`config.mk`:
```
export PLATFORM = sky130hd
export DESIGN_NAME = uart_rx
export DESIGN_NICKNAME = d
export VERILOG_FILES = /design/src/rtl/uart_rx.sv
export SDC_FILE = /design/constraint.sdc
export NUM_CORES = 1
export LEC_CHECK = 0
export CORE_UTILIZATION = 45
export CTS_CLUSTER_DIAMETER = 120
export DETAILED_ROUTE_END_ITERATION = 16
export PLACE_DENSITY = 0.71
export SLEW_MARGIN = 20
export SYNTH_ARGS = -nofsm -noshare
export SYNTH_HDL_FRONTEND = slang
export SYNTH_SLANG_ARGS = --single-unit
export TNS_END_PERCENT = 1
```
`constraint.sdc`:
```
create_clock -name clk -period 1.9 [get_ports clk]
set_input_delay 0.38 -clock clk [delete_from_list [all_inputs] [get_ports clk]]
set_output_delay 0.38 -clock clk [all_outputs]
set_load 0.02 [all_outputs]
```
`src/rtl/uart_rx.sv`:
```
// 8N1 UART receiver.
// The serial line is brought into the clock domain through a two-flop
// synchronizer. A single FSM then frames each byte: it confirms the start bit
// at its middle, samples eight data bits one bit-period apart (LSB first) and
// checks the stop bit. A good frame updates rx_data with a one-cycle rx_valid
// strobe. A low stop bit gives a one-cycle frame_err strobe, and the receiver
// then waits for the line to return high.

module uart_rx #(
    parameter int CLK_FREQ = 100_000_000,
    parameter int BAUD     = 9600
) (
    input  logic       clk,
    input  logic       rst,
    input  logic       rx,
    output logic [7:0] rx_data,
    output logic       rx_valid,
    output logic       frame_err,
    output logic       busy
);

    // Clocks per bit period; the receiver needs at least 4 to find a bit centre.
    localparam int BAUD_DIV = CLK_FREQ / BAUD;
    localparam int CNT_W    = (BAUD_DIV > 2) ? $clog2(BAUD_DIV) : 1;

    // Half a bit into the start bit, and the last clock of a full bit period.
    localparam logic [CNT_W-1:0] MID_CNT  = CNT_W'(BAUD_DIV / 2 - 1);
    localparam logic [CNT_W-1:0] LAST_CNT = CNT_W'(BAUD_DIV - 1);

    typedef enum logic [2:0] {
        ST_IDLE,
        ST_START,
        ST_DATA,
        ST_STOP,
        ST_BREAK
    } state_t;

    state_t             state;
    logic               rx_m;
    logic               rx_s;
    logic [CNT_W-1:0]   cnt;
    logic [2:0]         bit_idx;
    logic [7:0]         shift;

    // Two-flop synchronizer for the asynchronous line; resets to idle-high.
    always_ff @(posedge clk or negedge rst) begin
        if (!rst) begin
            rx_m <= 1'b1;
            rx_s <= 1'b1;
        end else begin
            rx_m <= rx;
            rx_s <= rx_m;
        end
    end

    // Framing FSM with registered data, strobes and busy flag.
    always_ff @(posedge clk or negedge rst) begin
        if (!rst) begin
            state     <= ST_IDLE;
            cnt       <= '0;
            bit_idx   <= '0;
            shift     <= '0;
            rx_data   <= '0;
            rx_valid  <= 1'b0;
            frame_err <= 1'b0;
            busy      <= 1'b0;
        end else begin
            // Strobes are single-cycle unless re-asserted below.
            rx_valid  <= 1'b0;
            frame_err <= 1'b0;

            case (state)
                ST_IDLE: begin
                    cnt <= '0;
                    if (!rx_s) begin
                        state <= ST_START;
                        busy  <= 1'b1;
                    end
                end

                ST_START: begin
                    if (cnt == MID_CNT) begin
                        cnt <= '0;
                        if (!rx_s) begin
                            // Start bit confirmed at its centre; data bits
                            // are now sampled one full period apart.
                            state   <= ST_DATA;
                            bit_idx <= '0;
                        end else begin
                            // Line went back high: a glitch, not a frame.
                            state <= ST_IDLE;
                            busy  <= 1'b0;
                        end
                    end else begin
                        cnt <= cnt + 1'b1;
                    end
                end

                ST_DATA: begin
                    if (cnt == LAST_CNT) begin
                        cnt   <= '0;
                        shift <= {rx_s, shift[7:1]};
                        if (bit_idx == 3'd7) begin
                            state <= ST_STOP;
                        end else begin
                            bit_idx <= bit_idx + 3'd1;
                        end
                    end else begin
                        cnt <= cnt + 1'b1;
                    end
                end

                ST_STOP: begin
                    if (cnt == LAST_CNT) begin
                        cnt <= '0;
                        if (rx_s) begin
                            // Returning to idle mid stop bit leaves half a
                            // bit of margin for a back-to-back start bit.
                            rx_data  <= shift;
                            rx_valid <= 1'b1;
                            state    <= ST_IDLE;
                            busy     <= 1'b0;
                        end else begin
                            frame_err <= 1'b1;
                            state     <= ST_BREAK;
                        end
                    end else begin
                        cnt <= cnt + 1'b1;
                    end
                end

                ST_BREAK: begin
                    // Hold off until the line is released so a long low
                    // level is not mistaken for a stream of start bits.
                    cnt <= '0;
                    if (rx_s) begin
                        state <= ST_IDLE;
                        busy  <= 1'b0;
                    end
                end

                default: begin
                    state <= ST_IDLE;
                    cnt   <= '0;
                    busy  <= 1'b0;
                end
            endcase
        end
    end

endmodule
```
==> results of run 1 <==
-- power by group through the flow --
stage | sequential, mW | clock [mW] | combinational (mW)
after floorplan | 0.895 | 0 | 0.00292
after global placement | 0.896 | 0 | 0.0275
after detailed placement | 0.896 | 0 | 0.0287
after CTS | 0.879 | 0.718 | 0.0306
after global routing | 0.879 | 0.746 | 0.0337
final | 0.879 | 0.690 | 0.0288
-- cells by family after synthesis --
family          after synthesis
simple gates                 65
flops                        41
mux                          16
compound gates               13
xor+xnor                     13
buf+inv                       5
fa+ha+maj                     3
-- stage by stage --
stage | power (mW) | std cells | utilization (%)
CTS | 1.627 | 237 | 59.88
finish | 1.598 | 242 | 61.20
global route | 1.659 | 242 | 61.20
global placement | 0.9232 | 228 | 56.32
floorplan | 0.8983 | 156 | -
detailed placement | 0.9248 | 228 | 56.32
-- registers in the layout, summed over array words and instances (netlist names) --
| name | cells |
|---|---|
| cnt | 14 |
| rx_data | 8 |
| shift | 8 |
| bit_idx | 3 |
| state | 3 |
| busy | 1 |
| frame_err | 1 |
| rx_m | 1 |
| rx_s | 1 |
| rx_valid | 1 |
-- final cells by class --
class / count / area, um^2 / area share, %
Sequential cell: 41 / 1028 / 44.24
Multi-Input combinational cell: 110 / 810.8 / 34.88
Timing Repair Buffer: 32 / 302.8 / 13.02
Clock buffer: 6 / 72.57 / 3.122
Tap cell: 48 / 60.06 / 2.583
Clock inverter: 2 / 38.79 / 1.668
Inverter: 3 / 11.26 / 0.4844
-- critical path: cells and delay by family, from the launching register on --
family,cells,cell delay (ns)
AND/OR/NAND/NOR,3,0.75
AO/OA/AOI/OAI,2,0.33
buffers and inverters,2,0.27
flip-flops,1,0.39
-- synth_stat cells (all sizes together) (2+ instances only) --
cell    instances  area, um^2
or2             2       12.51
nor4            3       33.78
o21ai           4       20.02
nand3           6       42.54
and3            4       26.28
xnor2           5       43.79
or4b            2       23.77
dfrtp          39       975.9
inv             3       11.26
nor2           26       100.1
and4            2       18.77
nand2           5       21.27
mux2           16       180.2
nor3            3       15.01
nand2b          2       12.51
nand4           3       18.77
nand3b          2       15.01
ha              3       37.54
xor2            8       70.07
nor2b           2       12.51
dfstp           2       52.55
a21oi           3       15.01
a22o            2       17.52
-- what timing repair did --
action	in CTS	in global routing
buffers inserted	0	5
hold buffers	1	0
endpoints found under the setup margin	32	34
gates resized for setup	5	4
hold endpoints to repair	7	0
pin swaps	3	4
-- worst paths after layout --
path,startpoint,to,slack (ns)
hold reg to reg,rx_m$_DFF_PN1_,rx_s$_DFF_PN1_,0.36
setup reg to reg,cnt[4]$_DFF_PN0_,busy$_DFFE_PN0P_,0.05
setup / recovery,cnt[4]$_DFF_PN0_,busy$_DFFE_PN0P_,0.05
max in group asynchronous,rst,rx_s$_DFF_PN1_,0.95
min in group asynchronous,rst,bit_idx[1]$_DFFE_PN0P_,0.45
hold / removal,rx_m$_DFF_PN1_,rx_s$_DFF_PN1_,0.36
-- routing by layer --
metal	global-route usage, %	wire, um	part of all wire, %
met4	8.777	76	2.2
met5	0	0	0
met1	22.84	1597	46
met2	31.25	1724	49
met3	5.690	99	2.8
-- cells in the final DEF, fill, tap and decap left out, types with 4 or more instances in the layout --
cell type / count
xor2_1: 8
dfrtp_1: 39
xnor2_1: 5
clkdlybuf4s50_1: 12
mux2_2: 16
clkbuf_8: 5
nor2_1: 24
nand2_1: 4
nand3_1: 5
buf_4: 14
==> summary.txt, run 1 <==
Synthesis
  – Mapped Area: 1843 um^2
  – Top FF cell, synth: dfrtp_1
  – #FFs+latches synth: 41
  – Synth Area in Simple Gates: 20.50%
  – Mux contribution to synthesized area: 9.776%
  – Number of synthesized flops with an enable pin: 0
  – Cell variety after synth: 39
  – Average size of a mapped cell: 11.81 um^2
  – Post-Synthesis Cells: 156
  – Sequential area share after synthesis: 55.80%
  – Main combinational cell family by area after synthesis: simple AND/OR/NAND/NOR gates
  – Adder-Cell Fraction of Synth Area: 2.037%
  – Synth warn: 0
  – Post-Synth XOR/XNOR Area: 6.178%
  – Synthesized Nets: 162
  – Complex-gate fraction of the synthesized area: 4.481%
  – Async set-reset flop share out of synthesis: 100.0%

Detailed routing
  – DRC Markers: 0
  – First-pass detailed-route iteration total: 4
  – WL final: 3498 um
  – Wire per inst: 14.45 um
  – DR iter-0 viols: 72
  – Post-route ant nets: 0
  – Vias/cell: 5.207
  – Via count: 1260

Critical path
  – CP arrival: 2.02 ns
  – Max stage delay cell, worst path: or4b_4
  – Crit end category: flip-flop
  – Critical path class: reg -> reg
  – CP most frequent cell: buf_6
  – Req. time, crit path: 2.07 ns
  – CP startpoint kind: flip-flop
  – CP cell instances: or4b_4 -> nor4_4 -> buf_6 -> buf_6 -> nor2_2 -> o31ai_1 -> o21ai_1
  – Reg2Reg Depth: 7
  – Worst path max stage delay: 0.56 ns
  – CP max FO: 6

Floorplan
  – I/O pin cnt: 14
  – Die area: 4355 um^2
  – Core area: 3799 um^2
  – Die boundary height: 66.00 um
  – Starting density of the core: 48.52%
  – DIE WIDTH: 66.00 um
  – Site Rows: 22

STA
  – Final Hold Fails: 0
  – Max-Slew Margin vs Limit: 74.29%
  – Max Slew Vio Count: 0
  – Fin crit share: 97.38%
  – Fin crit period: 1.850 ns
  – Final worst slack: 0.04984 ns
  – Endpoints failing setup: 0
  – Hold WS: 0.3583 ns
  – Skew final: 0.007194 ns
  – Least-Margin Pin Slew: 0.3826 ns
  – RSZ-0062 raised after global routing: yes
  – Setup TNS: 0 ns
  – Max Clock Freq: 540.5 MHz

Power
  – Peak supply drop: 517.7 uV
  – PwrDens: 687.6 nW/um^2
  – Clock power share: 43.2%
  – Static leakage: 1.119 nW
  – Psw: 319.2 uW
  – Logic pwr share: 1.8%
  – Net Sw Frac: 19.97%
  – Power Internal: 1.279 mW
  – Sequential cell fraction of total power: 55.0%

Global route
  – GRT Util Overall: 19.04%
  – Largest net degree at the start of global routing: 35
  – Number of antenna violations at the first check in global routing: 0
  – Vias in the first global route: 1352
  – GRT overflow: 0
  – First-pass GRT wire length: 6044 um

Placed design
  – Post-DP HPWL: 2377 um
  – Port Buffers: 13
  – Dpl ws: -0.06364 ns
  – Placed cell areas: 2140 um^2
  – GPL Wtd Cong: 0.8651

Clock tree
  – CTS buffer count: 5
  – Clock sink count: 41
  – CTS root buf: clkbuf_8
  – H-tree lvl count: 2
  – CTS max path bufs: 2
  – CTS tree: done
  – Clk Latency, worst-skew pair: 0.29 ns
  – Worst-path clk slew: 0.08 ns

Finish
  – Layout filler cell count: 297
  – Share of cells above drive strength 1: 30.93%
  – Antenna diodes: 0
  – Net count, final: 199
  – Area grow syn2layout: 26.14%
  – Non-Filler Cell Area, Final: 2325 um^2

Run
  – Max cap viols: 0

Min path
  – Worst hold path cell count: 0
  – Hold Path Class: reg -> reg

Outcome
  – Status: finished, final reports clean
Note: power is estimated with default switching activity, not from simulation.
==> run 2: changes to the inputs <==
--- a/config.mk
+++ b/config.mk
@@ -5,10 +5,11 @@
 export SDC_FILE = /design/constraint.sdc
 export NUM_CORES = 1
 export LEC_CHECK = 0
-export CORE_UTILIZATION = 45
+export CORE_UTILIZATION = 32
+export CTS_BUF_LIST = sky130_fd_sc_hd__clkbuf_8
 export CTS_CLUSTER_DIAMETER = 120
 export DETAILED_ROUTE_END_ITERATION = 16
-export PLACE_DENSITY = 0.71
+export PLACE_DENSITY = 0.56
 export SLEW_MARGIN = 20
 export SYNTH_ARGS = -nofsm -noshare
 export SYNTH_HDL_FRONTEND = slang
==> run 2 against run 1 <==
Net effect:
- sequential cell count unchanged
- wire length decreased by 0.69%
- sequential share of layout area decreased by 0.59 points
- fmax decreased by 0.63%
- critical endpoint is now rx_data[2]$_DFFE_PN0P_
==> summary.txt, run 2 (synthesis results as in run 1) <==
Clock tree
  – Clk Latency, worst-skew pair: 0.29 ns (about the same)
  – H-tree lvl count: 2 (unchanged)
  – CTS max path bufs: 2 (unchanged)
  – CTS tree: done
  – Worst-path clk slew: 0.08 ns (about the same)
  – CTS root buf: clkbuf_8
  – CTS buffer count: 5 (unchanged)
  – Clock sink count: 41 (unchanged)

Floorplan
  – Core area: 5540 um^2 (+46%)
  – I/O pin cnt: 14 (unchanged)
  – DIE WIDTH: 77.89 um (+18%)
  – Die area: 6067 um^2 (+39%)
  – Starting density of the core: 33.27% (-15 points)
  – Die boundary height: 77.89 um (+18%)
  – Site Rows: 27 (+23%)

Critical path
  – Critical path class: reg -> reg
  – Reg-to-Reg Start: cnt[4]$_DFF_PN0_
  – CP bufs+invs: 1 (-1)
  – CP startpoint kind: flip-flop
  – Max stage delay cell, worst path: or4b_4
  – Crit end category: flip-flop
  – CP arrival: 2.04 ns (+0.02 ns)
  – CP max FO: 8 (+2)
  – Worst path max stage delay: 0.57 ns (about the same)
  – Worst Setup SP: cnt[4]$_DFF_PN0_
  – Req. time, crit path: 2.08 ns (about the same)
  – CP cell instances: or4b_4 -> nor4_4 -> buf_6 -> nand3_4 -> mux2_4
  – Delay-heaviest family, CP: simple AND/OR/NAND/NOR gates

Run
  – Max cap viols: 0 (unchanged)

Detailed routing
  – First-pass detailed-route iteration total: 4 (unchanged)
  – DR iter-0 viols: 77 (+6.9%)
  – WL final: 3474 um (-0.69%)
  – DRC Markers: 0 (unchanged)
  – Vias/cell: 4.812 (-7.6%)
  – Post-route ant nets: 0 (unchanged)
  – Via count: 1280 (+1.6%)
  – Wire per inst: 13.06 um (-9.6%)

Global route
  – GRT overflow: 0 (unchanged)
  – GRT Util Overall: 13.07% (-6.0 points)
  – Largest net degree at the start of global routing: 24 (-31%)
  – Number of antenna violations at the first check in global routing: 0 (unchanged)
  – Vias in the first global route: 1309 (-3.2%)
  – First-pass GRT wire length: 6127 um (+1.4%)

Finish
  – Share of cells above drive strength 1: 30.93% (unchanged)
  – Most frequent cells in the layout: dfrtp_1 (39), nor2_1 (25), buf_4 (16)
  – Largest Register: cnt
  – Antenna diodes: 0 (unchanged)
  – Largest register FFs: 14 (unchanged)
  – Area grow syn2layout: 27.83%
  – Final Non-Filler Cells: 266 (+9.9%)
  – Commonest non-fill, non-tap cell in the layout: dfrtp_1
  – Core Util, Final: 42.52% (-19 points)
  – Top Registers: cnt (14), rx_data (8), shift (8)
  – Net count, final: 199 (unchanged)

STA
  – Skew final: 0.005041 ns (-0.002153 ns)
  – Least-Margin Pin Slew: 0.4433 ns (+0.06061 ns)
  – Max Clock Freq: 537.1 MHz (-0.63%)
  – Final Hold Fails: 0 (unchanged)
  – RSZ-0062 raised after global routing: yes
  – Fin crit period: 1.862 ns (+0.01169 ns)
  – Max-Slew Margin vs Limit: 70.45% (-3.8 points)
  – Max Slew Vio Count: 0 (unchanged)
  – Fin crit share: 97.99% (+0.62 points)
  – Endpoints failing setup: 0 (unchanged)
  – Final worst slack: 0.03815 ns (-0.01169 ns)

Placed design
  – GPL Wtd Cong: 0.8142 (-5.9%)
  – Post-DP HPWL: 2479 um (+4.3%)
  – Dpl ws: -0.09379 ns (-0.03015 ns)
  – Port Buffers: 13 (unchanged)
  – DP Cell Count: 253 (+11%)

Power
  – Peak supply drop: 538.7 uV (+4.1%)
  – Net Sw Frac: 19.07% (-0.91 points)
  – Clock power share: 43.9% (+0.7 points)
  – PwrDens: 685.2 nW/um^2 (-0.35%)
  – Sequential cell fraction of total power: 54.5% (-0.5 points)
  – Power Internal: 1.307 mW (+2.1%)
  – Static leakage: 1.129 nW (+0.91%)
  – Logic pwr share: 1.7% (about the same)
  – Psw: 307.8 uW (-3.6%)

Outcome
  – Status: finished, final reports clean

Min path
  – Hold Path Class: in -> async
## run 2: changes by cell type in the layout (fill, tap and decap cells not counted), sizes merged
| cell | delta |
|---|---|
| inv | +1 |
| buf | +1 |
| clkinv | -1 |
| dlygate4sd3 | -1 |
## run 2: metal layers
metal / track usage [%] / part of all wire [%] / vias up
met4: 5.000 / 1.3 / 0
met5: 0 / 0 / -
li1: - / - / 616
met1: 16.07 / 45 / 630
met2: 21.77 / 49 / 29
met3: 3.529 / 4.3 / 5
## run 2: path summary, 6_finish.rpt
| kind | slack, ns | depth (start not counted) | endpoint |
|---|---|---|---|
| max in group asynchronous | 1.33 | 2 | rx_m$_DFF_PN1_ |
| max reg2reg | 0.04 | 5 | rx_data[2]$_DFFE_PN0P_ |
| min | 0.03 | 1 | frame_err$_DFF_PN0_ |
| min reg2reg | 0.36 | 0 | rx_s$_DFF_PN1_ |
| max | 0.04 | 5 | rx_data[2]$_DFFE_PN0P_ |
| min in group clk | 0.36 | 0 | rx_s$_DFF_PN1_ |
## run 2: cell type report
cell class / instances / area (um^2)
clock buffers: 6 / 82.58
clock inverters: 2 / 33.78
fillers: 528 / 3184
inverters: 3 / 11.26
multi-input cells: 110 / 813.3
flip-flops and latches: 41 / 1028
well taps: 72 / 90.09
repair buffers: 32 / 296.5
## run 2: power by group through the flow
stage,sequential (mW),combinational [mW],clock (mW)
after floorplan,0.895,0.00292,0
after global placement,0.896,0.0277,0
after detailed placement,0.896,0.0287,0
after CTS,0.879,0.0290,0.730
after global routing,0.879,0.0322,0.772
final,0.879,0.0274,0.708
## run 2: per-stage QoR
step	instance area [um^2]	setup TNS (ns)	power (mW)	hold WS, ns
2_1_floorplan	1843	-3.471	0.8983	0.08441
3_3_place_gp	2177	-0.7058	0.9235	0.3380
3_5_place_dp	2177	-0.9159	0.9246	0.3465
4_1_cts	2337	0	1.638	0.02932
5_1_grt	2356	-0.02252	1.683	0.04213
6_report	2356	0	1.614	0.02626
## run 2: repair_timing
item | in CTS | in global routing
pin swaps | 2 | 1
hold endpoints to repair | 0 | 0
hold buffers | 0 | 0
resized for setup | 4 | 3
setup endpoints to repair | 33 | 32
setup buffers | 4 | 1
